File: src/rtl/seg_rx.sv
// seg_rx: receive-side decoder for the serial 7-segment display link.
// Reassembles 16-bit 595-style frames into a 32-bit hex value and dp mask.
module seg_rx (
    input  logic        clk,
    input  logic        rst_n,
    input  logic        sclk,
    input  logic        sdata,
    input  logic        stclk,
    output logic [31:0] value,
    output logic [7:0]  dp,
    output logic        valid,
    output logic        err
);

    localparam logic [7:0] SEG_TBL [16] = '{
        8'h03, 8'h9F, 8'h25, 8'h0D, 8'h99, 8'h49, 8'h41, 8'h1F,
        8'h01, 8'h09, 8'h11, 8'hC1, 8'h63, 8'h85, 8'h61, 8'h71
    };

    // Bit 0 = s1, bit 1 = s2, bit 2 = s3 (edge history).
    logic [2:0]  sclk_q;
    logic [2:0]  stclk_q;
    logic [1:0]  sdata_q;

    logic [15:0] sr;
    logic [4:0]  bitcnt;
    logic [31:0] digits;
    logic [7:0]  dpr;
    logic [7:0]  seen;

    logic        shift_ev;
    logic        latch_ev;
    logic [7:0]  sel_n;
    logic [7:0]  seg;
    logic        onehot;
    logic [2:0]  idx;
    logic        hit;
    logic [3:0]  nib;
    logic        accept;
    logic        done;
    logic [7:0]  seen_nxt;
    logic [31:0] digit_nxt;
    logic [7:0]  dpr_nxt;

    assign shift_ev = sclk_q[1] & ~sclk_q[2];
    assign latch_ev = stclk_q[1] & ~stclk_q[2];
    assign sel_n    = ~sr[15:8];
    assign seg      = sr[7:0];

    // Equal-depth synchronizers keep data aligned with the clock edges.
    always_ff @(posedge clk or negedge rst_n) begin
        if (!rst_n) begin
            sclk_q  <= '0;
            stclk_q <= '0;
            sdata_q <= '0;
        end else begin
            sclk_q  <= {sclk_q[1:0], sclk};
            stclk_q <= {stclk_q[1:0], stclk};
            sdata_q <= {sdata_q[0], sdata};
        end
    end

    // Frame checks: one-hot select and segment pattern lookup.
    always_comb begin
        onehot = (sel_n != 8'h00) && ((sel_n & (sel_n - 8'd1)) == 8'h00);
        idx    = 3'd0;
        hit    = 1'b0;
        nib    = 4'd0;
        for (int n = 0; n < 8; n++) begin
            if (sel_n[n]) begin
                idx = 3'(n);
            end
        end
        for (int n = 0; n < 16; n++) begin
            if (seg[7:1] == SEG_TBL[n][7:1]) begin
                hit = 1'b1;
                nib = 4'(n);
            end
        end
    end

    // Next digit-set contents if the current latch is accepted.
    always_comb begin
        accept    = latch_ev && (bitcnt == 5'd16) && onehot && hit;
        seen_nxt  = seen | (8'h01 << idx);
        done      = accept && (seen_nxt == 8'hFF);
        digit_nxt = digits;
        dpr_nxt   = dpr;
        digit_nxt[{idx, 2'b00} +: 4] = nib;
        dpr_nxt[idx] = ~seg[0];
    end

    // Shift register and bit counter; a coincident latch sees old values.
    always_ff @(posedge clk or negedge rst_n) begin
        if (!rst_n) begin
            sr     <= '0;
            bitcnt <= '0;
        end else if (shift_ev) begin
            sr <= {sdata_q[1], sr[15:1]};
            if (latch_ev) begin
                bitcnt <= 5'd1;
            end else if (bitcnt != 5'd31) begin
                bitcnt <= bitcnt + 5'd1;
            end
        end else if (latch_ev) begin
            bitcnt <= '0;
        end
    end

    // Collect accepted digits until all eight positions are seen.
    always_ff @(posedge clk or negedge rst_n) begin
        if (!rst_n) begin
            digits <= '0;
            dpr    <= '0;
            seen   <= '0;
        end else if (accept) begin
            digits <= digit_nxt;
            dpr    <= dpr_nxt;
            seen   <= done ? 8'h00 : seen_nxt;
        end
    end

    // Registered outputs: pulses and the published digit set.
    always_ff @(posedge clk or negedge rst_n) begin
        if (!rst_n) begin
            value <= '0;
            dp    <= '0;
            valid <= 1'b0;
            err   <= 1'b0;
        end else begin
            valid <= done;
            err   <= latch_ev & ~accept;
            if (done) begin
                value <= digit_nxt;
                dp    <= dpr_nxt;
            end
        end
    end

endmodule

File: config.mk
export PLATFORM = sky130hd
export DESIGN_NAME = seg_rx
export DESIGN_NICKNAME = d
export VERILOG_FILES = /design/src/rtl/seg_rx.sv
export SDC_FILE = /design/constraint.sdc
export NUM_CORES = 1
export LEC_CHECK = 0
export CORE_MARGIN = 2
export CORE_UTILIZATION = 45
export DETAILED_ROUTE_END_ITERATION = 10
export GPL_TIMING_DRIVEN = 0
export PLACE_DENSITY = 0.61
export SYNTH_ARGS = -nofsm -noshare
export SYNTH_HDL_FRONTEND = slang
export SYNTH_SLANG_ARGS = --single-unit
File: constraint.sdc
create_clock -name clk -period 3.87 [get_ports clk]
set_input_delay 0.5805 -clock clk [delete_from_list [all_inputs] [get_ports clk]]
set_output_delay 0.5805 -clock clk [all_outputs]
set_load 0.005 [all_outputs]
==> impl_metrics.yaml <==
logic_synthesis:
  synth_fp_nets: 533
  synthFlopType: "dfrtp_1"
  ys.warnings.count: 0
  postSynth.asyncResetShare_pct: 100.0
  synth_area_sq_mm: 0.005806
  synth.avg_cell_area_sq_um: 11.19
  synth-edff-count: 0
  syn_inst: 519
  yosys-top-cells-area: "dfrtp_1 (51%), mux2_2 (7.0%), o21ai_0 (5.8%)"
  ys_seq_area_share_pct: 51.29
  yosys.area.top_type: "dfrtp_1"
  synth_top_area_share_pct: 51.29
  synth.distinct_cells: 64
  synth_seq_cells: 119
critical_path:
  worstPathArrival_ns: 3.87
  timing.rr.end: "dp[4]"
  r2r_start: "sr[13]"
  crit_top_cell: "o21ai_0"
  r2r_cells: 12
  r2r_slack_ns: 0.30
  critPathMaxStageDelay_ns: 0.57
  startpoint_type: "flop"
  path_delay_family: "compound AO/OA/AOI/OAI gates"
  path_class: "flop to flop"
  slowest_stage: "a2111o_1"
  crit_path_end_kind: "flop"
  crit_buf_inv: 3
  startpoint: "sr[13]"
  path_cells: "buf_2 -> o21ai_1 -> a31oi_2 -> clkbuf_2 -> ha_1 -> o21ai_0 -> a21oi_1 -> o21ai_0 -> a2111o_1 -> nor2_4 -> buf_8 -> mux2_4"
  cp_max_fo: 11
  cp.required_ns: 4.17
floorplan:
  die_area_sq_mm: 0.01383
  core_area_sq_mm: 0.01262
  io_pins: 47
  die_h_um: 117.6
  initial_core_util_pct: 46.00
  fp.dieW_um: 117.6
  rows: 41
route:
  firstDrtPassIters: 4
  ant_nets: 0
  wl_per_cell_um: 17.26
  routed_wl_mm: 13.29
  drc: 0
  num_vias: 4263
  viasPerCell: 5.536
  first_iter_violations: 198
sta:
  finalHoldWorstSlack_ns: 0.1122
  skew_ns: 0.01028
  relSlewSlack_pct: 54.53
  maxSlewViolCount: 0
  hold_violations: 0
  max_freq_mhz: 280.1
  finalWorstSetupSlack_ns: 0.2993
  rsz0062_at_grt: "false"
  fin_crit_sh_pct: 92.27
  setup_viol: 0
  period_minus_slack_ns: 3.571
  worst_pin_slew_ns: 0.6814
clock_tree:
  cts_tree: "built"
  post_cts.repair.setup_buffers: 0
  hold_buffers: 0
  clkTransAtPathRegs_ns: 0.05
  cts.sinks: 119
  clk_latency_ns: 0.42
  numCtsBuffers: 17
  cts_root_buffer: "clkbuf_16"
  htree_levels: 4
  cts-resized-gates: 0
  clk_path_buf_depth: 2
grt:
  overflow: 0
  grt_pass1_wl_mm: 22.16
  grt_max_degree: 65
  grt_pass1_vias: 4298
  antenna_found_initial: 0
  global_route.usage.total_pct: 20.33
final_layout:
  nets: 599
  fin_cells: 770
  syn2layout_area_growth_pct: 23.75
  antenna_cells: 0
  final_util_pct: 56.93
  layout-drive-gt1-share_pct: 19.90
place:
  dp.cells: 738
  io_buffers: 46
  gp_congestion: 0.8846
  dp_hpwl_mm: 9.302
  pre_cts_slack_ns: 0.02570
power:
  finalPower_mw: 3.900
  p_leak_nw: 3.324
  ir_drop_mv: 0.2935
  p_per_area_mw_per_mm2: 542.8
job:
  cap_violations: 0
run_status:
  status: "finished clean"
min_path:
  hp-class: "input port to asynchronous set/reset pin"
## logic make-up after synthesis
logic type / share of synthesized area, %
buffers and inverters: 3.858
flip-flops: 51.29
AND/OR/NAND/NOR: 13.17
AO/OA/AOI/OAI: 14.53
adder cells (fa/ha/maj): 1.940
XOR/XNOR: 0.6036
multiplexers: 14.61
## sequential cells by signal, indices dropped and copies added (netlist names)
| signal | flops |
|---|---|
| err | 1 |
| value | 32 |
| valid | 1 |
| sr | 16 |
| stclk_q | 3 |
| sclk_q | 3 |
| dpr | 8 |
| bitcnt | 5 |
| dp | 8 |
| seen | 8 |
| sdata_q | 2 |
| digits | 32 |
## power breakdown
part / internal [mW] / leakage, nW / switching [mW]
sequential: 1.31 / 1.63 / 0.0710
clock: 1.22 / 0.330 / 0.544
combinational: 0.267 / 1.37 / 0.483
## worst register-to-register path, delay by kind of cell (launching register included)
kind / cells / cell delay, ns
fa+ha+maj: 1 / 0.34
buf+inv: 3 / 0.75
mux: 1 / 0.31
simple gates: 1 / 0.27
compound gates: 6 / 1.40
flops: 1 / 0.39
## how the worst max path moves through the flow
stage	to	slack, ns	cells after the start
5_1_grt	dp[4]	0.10	12
4_1_cts	dp[4]	0.01	12
6_report	dp[4]	0.30	12
3_3_place_gp	sr[2]	-2.35	1
2_1_floorplan	dp[3]	0.78	12
3_5_place_dp	value[16]	0.03	12
## cell usage after synthesis, drive strengths merged, types with 3 or more instances
library cell and number:
o21ai 71, a31oi 7, mux2i 27, nand3 10, a21oi 5, nand3b 5
dfrtp 119, nand2 51, clkbuf 18, o31ai 31, inv 9, nor3b 7
ha 9, nor2 21, mux2 48, nor4b 3, and3 11, xor2 3
buf 20, nor2b 6
## through the flow
stage	instance area, sq um	setup TNS, ns
3_3_place_gp	6481	-278.50
5_1_grt	7184	0
2_1_floorplan	5806	0
3_5_place_dp	6510	0
4_1_cts	7177	0
6_report	7184	0
## cell type report
| cell class | count | area (sq um) |
|---|---|---|
| Fill cell | 1105 | 5435 |
| Sequential cell | 119 | 2978 |
| Multi-Input combinational cell | 353 | 2610 |
| Clock buffer | 24 | 501.7 |
| Timing Repair Buffer | 47 | 489.2 |
| Tap cell | 172 | 215.2 |
| Buffer | 38 | 191.4 |
| Clock inverter | 8 | 165.2 |
| Inverter | 9 | 33.78 |
## per-layer routing
| metal | vias to the layer above | routed length, um | global-route usage, % |
|---|---|---|---|
| met2 | 93 | 6649 | 33.30 |
| met3 | 29 | 485 | 5.281 |
| met1 | 2117 | 5830 | 25.79 |
| met5 | - | 0 | 0 |
| met4 | 0 | 322 | 8.133 |
| li1 | 2024 | - | - |
## cell usage in the layout (no fill, tap or decap), types with 3 or more instances in the layout
cell type | Yosys | routed
clkinv_2 | 0 | 3
a21oi_1 | 5 | 5
inv_1 | 7 | 7
dfrtp_1 | 119 | 119
ha_1 | 9 | 9
nand3_1 | 6 | 6
o21ai_0 | 67 | 67
o31ai_1 | 31 | 31
buf_6 | 2 | 3
clkdlybuf4s50_1 | 0 | 45
o21ai_1 | 3 | 3
nand3_2 | 4 | 4
nand3b_2 | 3 | 3
bufinv_16 | 0 | 5
mux2_2 | 36 | 36
nor3b_1 | 7 | 7
clkbuf_16 | 0 | 17
mux2_4 | 10 | 10
and3_1 | 11 | 11
mux2i_1 | 27 | 27
clkbuf_1 | 18 | 19
buf_2 | 14 | 14
nand2_1 | 51 | 51
nor2_1 | 19 | 19
xor2_1 | 3 | 3
clkbuf_8 | 0 | 5
a31oi_1 | 7 | 6
nor2b_1 | 6 | 6
(Power assumes the default switching activity.)
==> RTL edit 1: new RTL, same flow settings <==
Remove the register `valid`: a continuous assignment takes its place, so the output `valid` follows one clock earlier.
--- a/src/rtl/seg_rx.sv
+++ b/src/rtl/seg_rx.sv
@@ -126,8 +126,6 @@
             value <= '0;
             dp    <= '0;
-            valid <= 1'b0;
             err   <= 1'b0;
         end else begin
-            valid <= done;
             err   <= latch_ev & ~accept;
             if (done) begin
@@ -138,4 +136,6 @@
     end
 
+    assign valid = done;
+
 endmodule
 
Formal check against the unedited RTL: no difference found for any inputs over 10 cycles, from zero or initial values and one cycle with rst_n low; that may be too few to reach the edited logic, so the function may still have changed.
==> RTL edit 1 against the original RTL <==
Routed wire length fell by 0.12%; via count rose by 0.33%; synthesized area fell by 0.43%; critical path type is now reg -> out; largest cell class unchanged; total power fell by 1.7%; critical path depth fell by 1; sequential share of layout area fell by 0.94 points; sequential cell count fell by 1; register-to-register slack improved by 400 ps; first-iteration DRC count rose by 19%; combinational power rose by 12%; highest routed layer unchanged; final area rose by 1.6%; setup slack got worse by 140 ps.
==> RTL edit 1: results (changes against the original RTL) <==
### GRT
* **wire length of the first global-routing pass** 22.43 mm, +1.2%
* **M2 GR Usage** 33.92%, +0.62 points
* **largest net degree at the start of global routing** 71, +9.2%
* **routing usage on met1** 26.10%, +0.31 points
* **met3 track demand over resource** 4.767%, -0.51 points
* **GRT Util Overall** 20.63%, +0.30 points

### Yosys
* **net count of the mapped netlist** 532, -0.19%
* **cell types with the largest area share after synthesis** dfrtp_1 (51%), mux2_2 (7.0%), o21ai_0 (5.8%)
* **Synth top area share** 51.08%, -0.21 points
* **instance count of the mapped netlist** 518, -0.19%
* **Synth top cells by count** dfrtp_1 (118), o21ai_0 (67), nand2_1 (51)

### Critical path
* **worst path arrival time** 3130 ps, -740 ps
* **R2R Path End** value[1]$_DFFE_PN0P_
* **worst reg-to-reg setup slack** 700 ps, +400 ps
* **cell type of the slowest stage on the worst timing path** clkdlybuf4s50_1
* **end point of the critical path** valid
* **biggest fanout along the worst timing path** 10, -1

### Placed design
* **total half-perimeter wirelength after legalization and detailed placement** 9.187 mm, -1.2%
* **pre-CTS WS** -737.0 ps, -762.7 ps
* **Placed Instance Area** 0.006485 mm², -0.38%

### Power and ir drop
* **Worst VDD drop** 0.0003874 V, +32%
* **Internal Power** 2.712 mW, -3.2%
* **Leak Pwr** 3.336 nW, +0.37%
* **Cell Pwr Density** 525.2 mW/mm², -3.2%

### Timing
* **relative max-transition margin** 58.11%, +3.6 points
* **Post-Route Skew** 7.443 ps, -2.833 ps

### Layout
* **total number of nets in the final design** 609, +1.7%
* **clock buffer count in the final layout** 23, -4.2%
* **multi-input combinational area share** 36.84%, +0.51 points
* **clock-cell share of area** 8.335%, -0.95 points
* **layout cell share with drive strength beyond 1** 22.86%, +3.0 points
* **number of ordinary and repair buffers in the finished layout** 96, +13%
* **flip-flop and latch share of the layout cell area** 40.51%, -0.94 points

### Outcome
* **result of the run** complete, no violations

### Route
* **total detailed-routing wirelength** 13.27 mm, -0.12%
* **Avg WL per Cell** 17.02 µm, -1.4%

### Clock network
* **Clock Sink Count** 118, -0.84%

[RTL edit 1: cell count changes after synthesis, sizes merged]
cell   change
dfrtp      -1
[RTL edit 1: logic make-up (layout without fill, tap and decap cells)]
group | Yosys count | after routing | synth area share, %
AOI/OAI and AO/OA | 132 | 132 | 14.59
xor gates and xnor gates | 4 | 4 | 0.6062
adders and majority gates | 9 | 9 | 1.948
buffers and inverters | 47 | 137 | 3.875
DFF | 118 | 118 | 51.08
muxes | 75 | 75 | 14.68
and+or+nand+nor | 133 | 133 | 13.23
[RTL edit 1: repair_timing]
| action | in CTS | in global routing |
|---|---|---|
| endpoints found under the hold margin | 0 | 0 |
| buffers inserted | 9 | 4 |
| pin swaps | 3 | 2 |
| resized for setup | 17 | 10 |
| gates cloned | 0 | 0 |
| endpoints found under the setup margin | 1 | 1 |
[RTL edit 1: metal layers]
metal  wire length (µm)  vias to the layer above
met1               5825                     2136
li1                   -                     2041
met4                275                        0
met5                  0                        -
met3                535                       22
met2               6636                       78
==> RTL edit 2: new RTL, same flow settings <==
Made on the original files. Make the reset (`rst_n`) synchronous in 4 clocked blocks.
--- a/src/rtl/seg_rx.sv
+++ b/src/rtl/seg_rx.sv
@@ -49,5 +49,5 @@
 
     // Equal-depth synchronizers keep data aligned with the clock edges.
-    always_ff @(posedge clk or negedge rst_n) begin
+    always_ff @(posedge clk) begin
         if (!rst_n) begin
             sclk_q  <= '0;
@@ -92,5 +92,5 @@
 
     // Shift register and bit counter; a coincident latch sees old values.
-    always_ff @(posedge clk or negedge rst_n) begin
+    always_ff @(posedge clk) begin
         if (!rst_n) begin
             sr     <= '0;
@@ -109,5 +109,5 @@
 
     // Collect accepted digits until all eight positions are seen.
-    always_ff @(posedge clk or negedge rst_n) begin
+    always_ff @(posedge clk) begin
         if (!rst_n) begin
             digits <= '0;
@@ -122,5 +122,5 @@
 
     // Registered outputs: pulses and the published digit set.
-    always_ff @(posedge clk or negedge rst_n) begin
+    always_ff @(posedge clk) begin
         if (!rst_n) begin
             value <= '0;
Formal check against the unedited RTL: differs if rst_n is asserted again (counterexample within 4 cycles, from zero or initial values and one cycle with rst_n low); with rst_n held inactive, the same outputs for 10 cycles.
==> RTL edit 2 against the original RTL <==
Sequential cell count did not move; global-route usage rose by 4.3 points; cell count rose by 15%; synthesized area fell by 4.8%; final area fell by 5.7%; non-clock buffer count rose by 17; critical path depth fell by 2; maximum frequency rose by 1.1%; routed wire length rose by 18%; count of clock-buffer cells in the layout did not move; setup slack improved by 39 ps; highest routed layer unchanged.
Power is not compared: it rests on default switching activity, and its combinational part moved more than twofold at a synthesized area within 25%.
==> RTL edit 2: results (changes against the original RTL) <==
### Worst hold path
* **worst min-delay path category** reg -> reg

### Yosys
* **proportion of register bits with asynchronous set or reset after synthesis** 0%, -100 points
* **net count of the mapped netlist** 673, +26%
* **sequential-to-total area share from yosys stat** 43.10%, -8.2 points
* **count of cell types in the netlist** 60, -6.3%
* **cell types with the largest area share after synthesis** dfxtp_1 (43%), mux2i_1 (6.3%), nand2_1 (6.1%)
* **Synth top cells by count** dfxtp_1 (119), nand2_1 (90), a21oi_1 (64)

### Placed design
* **number of cells after detailed placement** 851, +15%
* **port bufs** 45, -2.2%
* **final weighted congestion in routability-driven placement** 0.8861, +0.17%
* **pre-CTS WS** -47.88 ps, -73.58 ps

### Layout
* **Cell Count, Final, Fillers Out** 882, +15%
* **total number of nets in the final design** 737, +23%
* **layout cell share with drive strength beyond 1** 9.252%, -11 points
* **fillcell total** 1135, +2.7%

### Critical path
* **start of the worst register-to-register path** sr[10]$_SDFFE_PN0P_
* **family of cells with the greatest summed delay on the critical path** simple AND/OR/NAND/NOR gates
* **worst path arrival time** 3850 ps, -20 ps
* **cell type of the slowest stage on the worst timing path** or4_1
* **delay of the slowest cell on the worst path** 530 ps, -40 ps
* **worst reg-to-reg setup slack** 340 ps, +40 ps

### Timing
* **relative max-transition margin** 36.38%, -18 points
* **Post-Route Skew** 8.338 ps, -1.938 ps
* **fraction of the cycle the final worst path needs** 91.25%, -1.0 points
* **post-route worst hold slack** 426.2 ps, +314.0 ps

### Clock network
* **post-cts repair resize count** 1, +1

### GRT
* **vias in the first global route** 4704, +9.4%
* **wire length of the first global-routing pass** 24.75 mm, +12%
* **largest net degree at the start of global routing** 17, -74%

### Outcome
* **result of the run** complete, no violations

### Route
* **Vias/cell** 5.850, +5.7%
* **initial DRC count** 443, +120%

[RTL edit 2: cell type report]
class	count	area, µm²	share of cell area, %
buffer	57	259.0	3.821
clock buffer	24	491.7	7.255
clock inverter	7	117.6	1.735
inverter	10	37.54	0.5538
multi-input combinational	473	2855	42.13
sequential	119	2382	35.15
tap	147	183.9	2.714
timing repair buffer	45	450.4	6.646
[RTL edit 2: cells by family after synthesis]
logic type	share of synthesized area, %
simple gates	20.94
compound gates	21.25
flops	43.10
buf+inv	5.365
mux	6.338
fa+ha+maj	2.218
xor+xnor	0.7924
[RTL edit 2: worst paths after layout]
| path | to |
|---|---|
| worst max-delay path | digits[19]$_SDFFE_PN0P_ |
| worst min-delay path | err$_SDFF_PN0_ |
| worst max register to register | digits[19]$_SDFFE_PN0P_ |
| worst min register to register | err$_SDFF_PN0_ |
[RTL edit 2: routing by layer]
metal  wire [µm]  track usage, %  share of wire [%]
met4         289           8.112                1.8
met2        7288           38.62                 47
met1        7175           32.63                 46
met3         884           7.486                5.7
met5           0               0                  0
[RTL edit 2: worst reg2reg max path, delay by kind of cell, from the launching register on]
kind                     cells  cell delay (ps)
flip-flops                   1              480
adder cells (fa/ha/maj)      2              660
AND/OR/NAND/NOR              5             1360
AO/OA/AOI/OAI                3              930
[RTL edit 2: where the power goes]
part	switching, mW	leakage (nW)	internal, mW
clock	0.550	0.289	1.07
sequential	0.00202	0.960	1.23
combinational	0.0432	1.23	0.0133
total	0.595	2.48	2.32
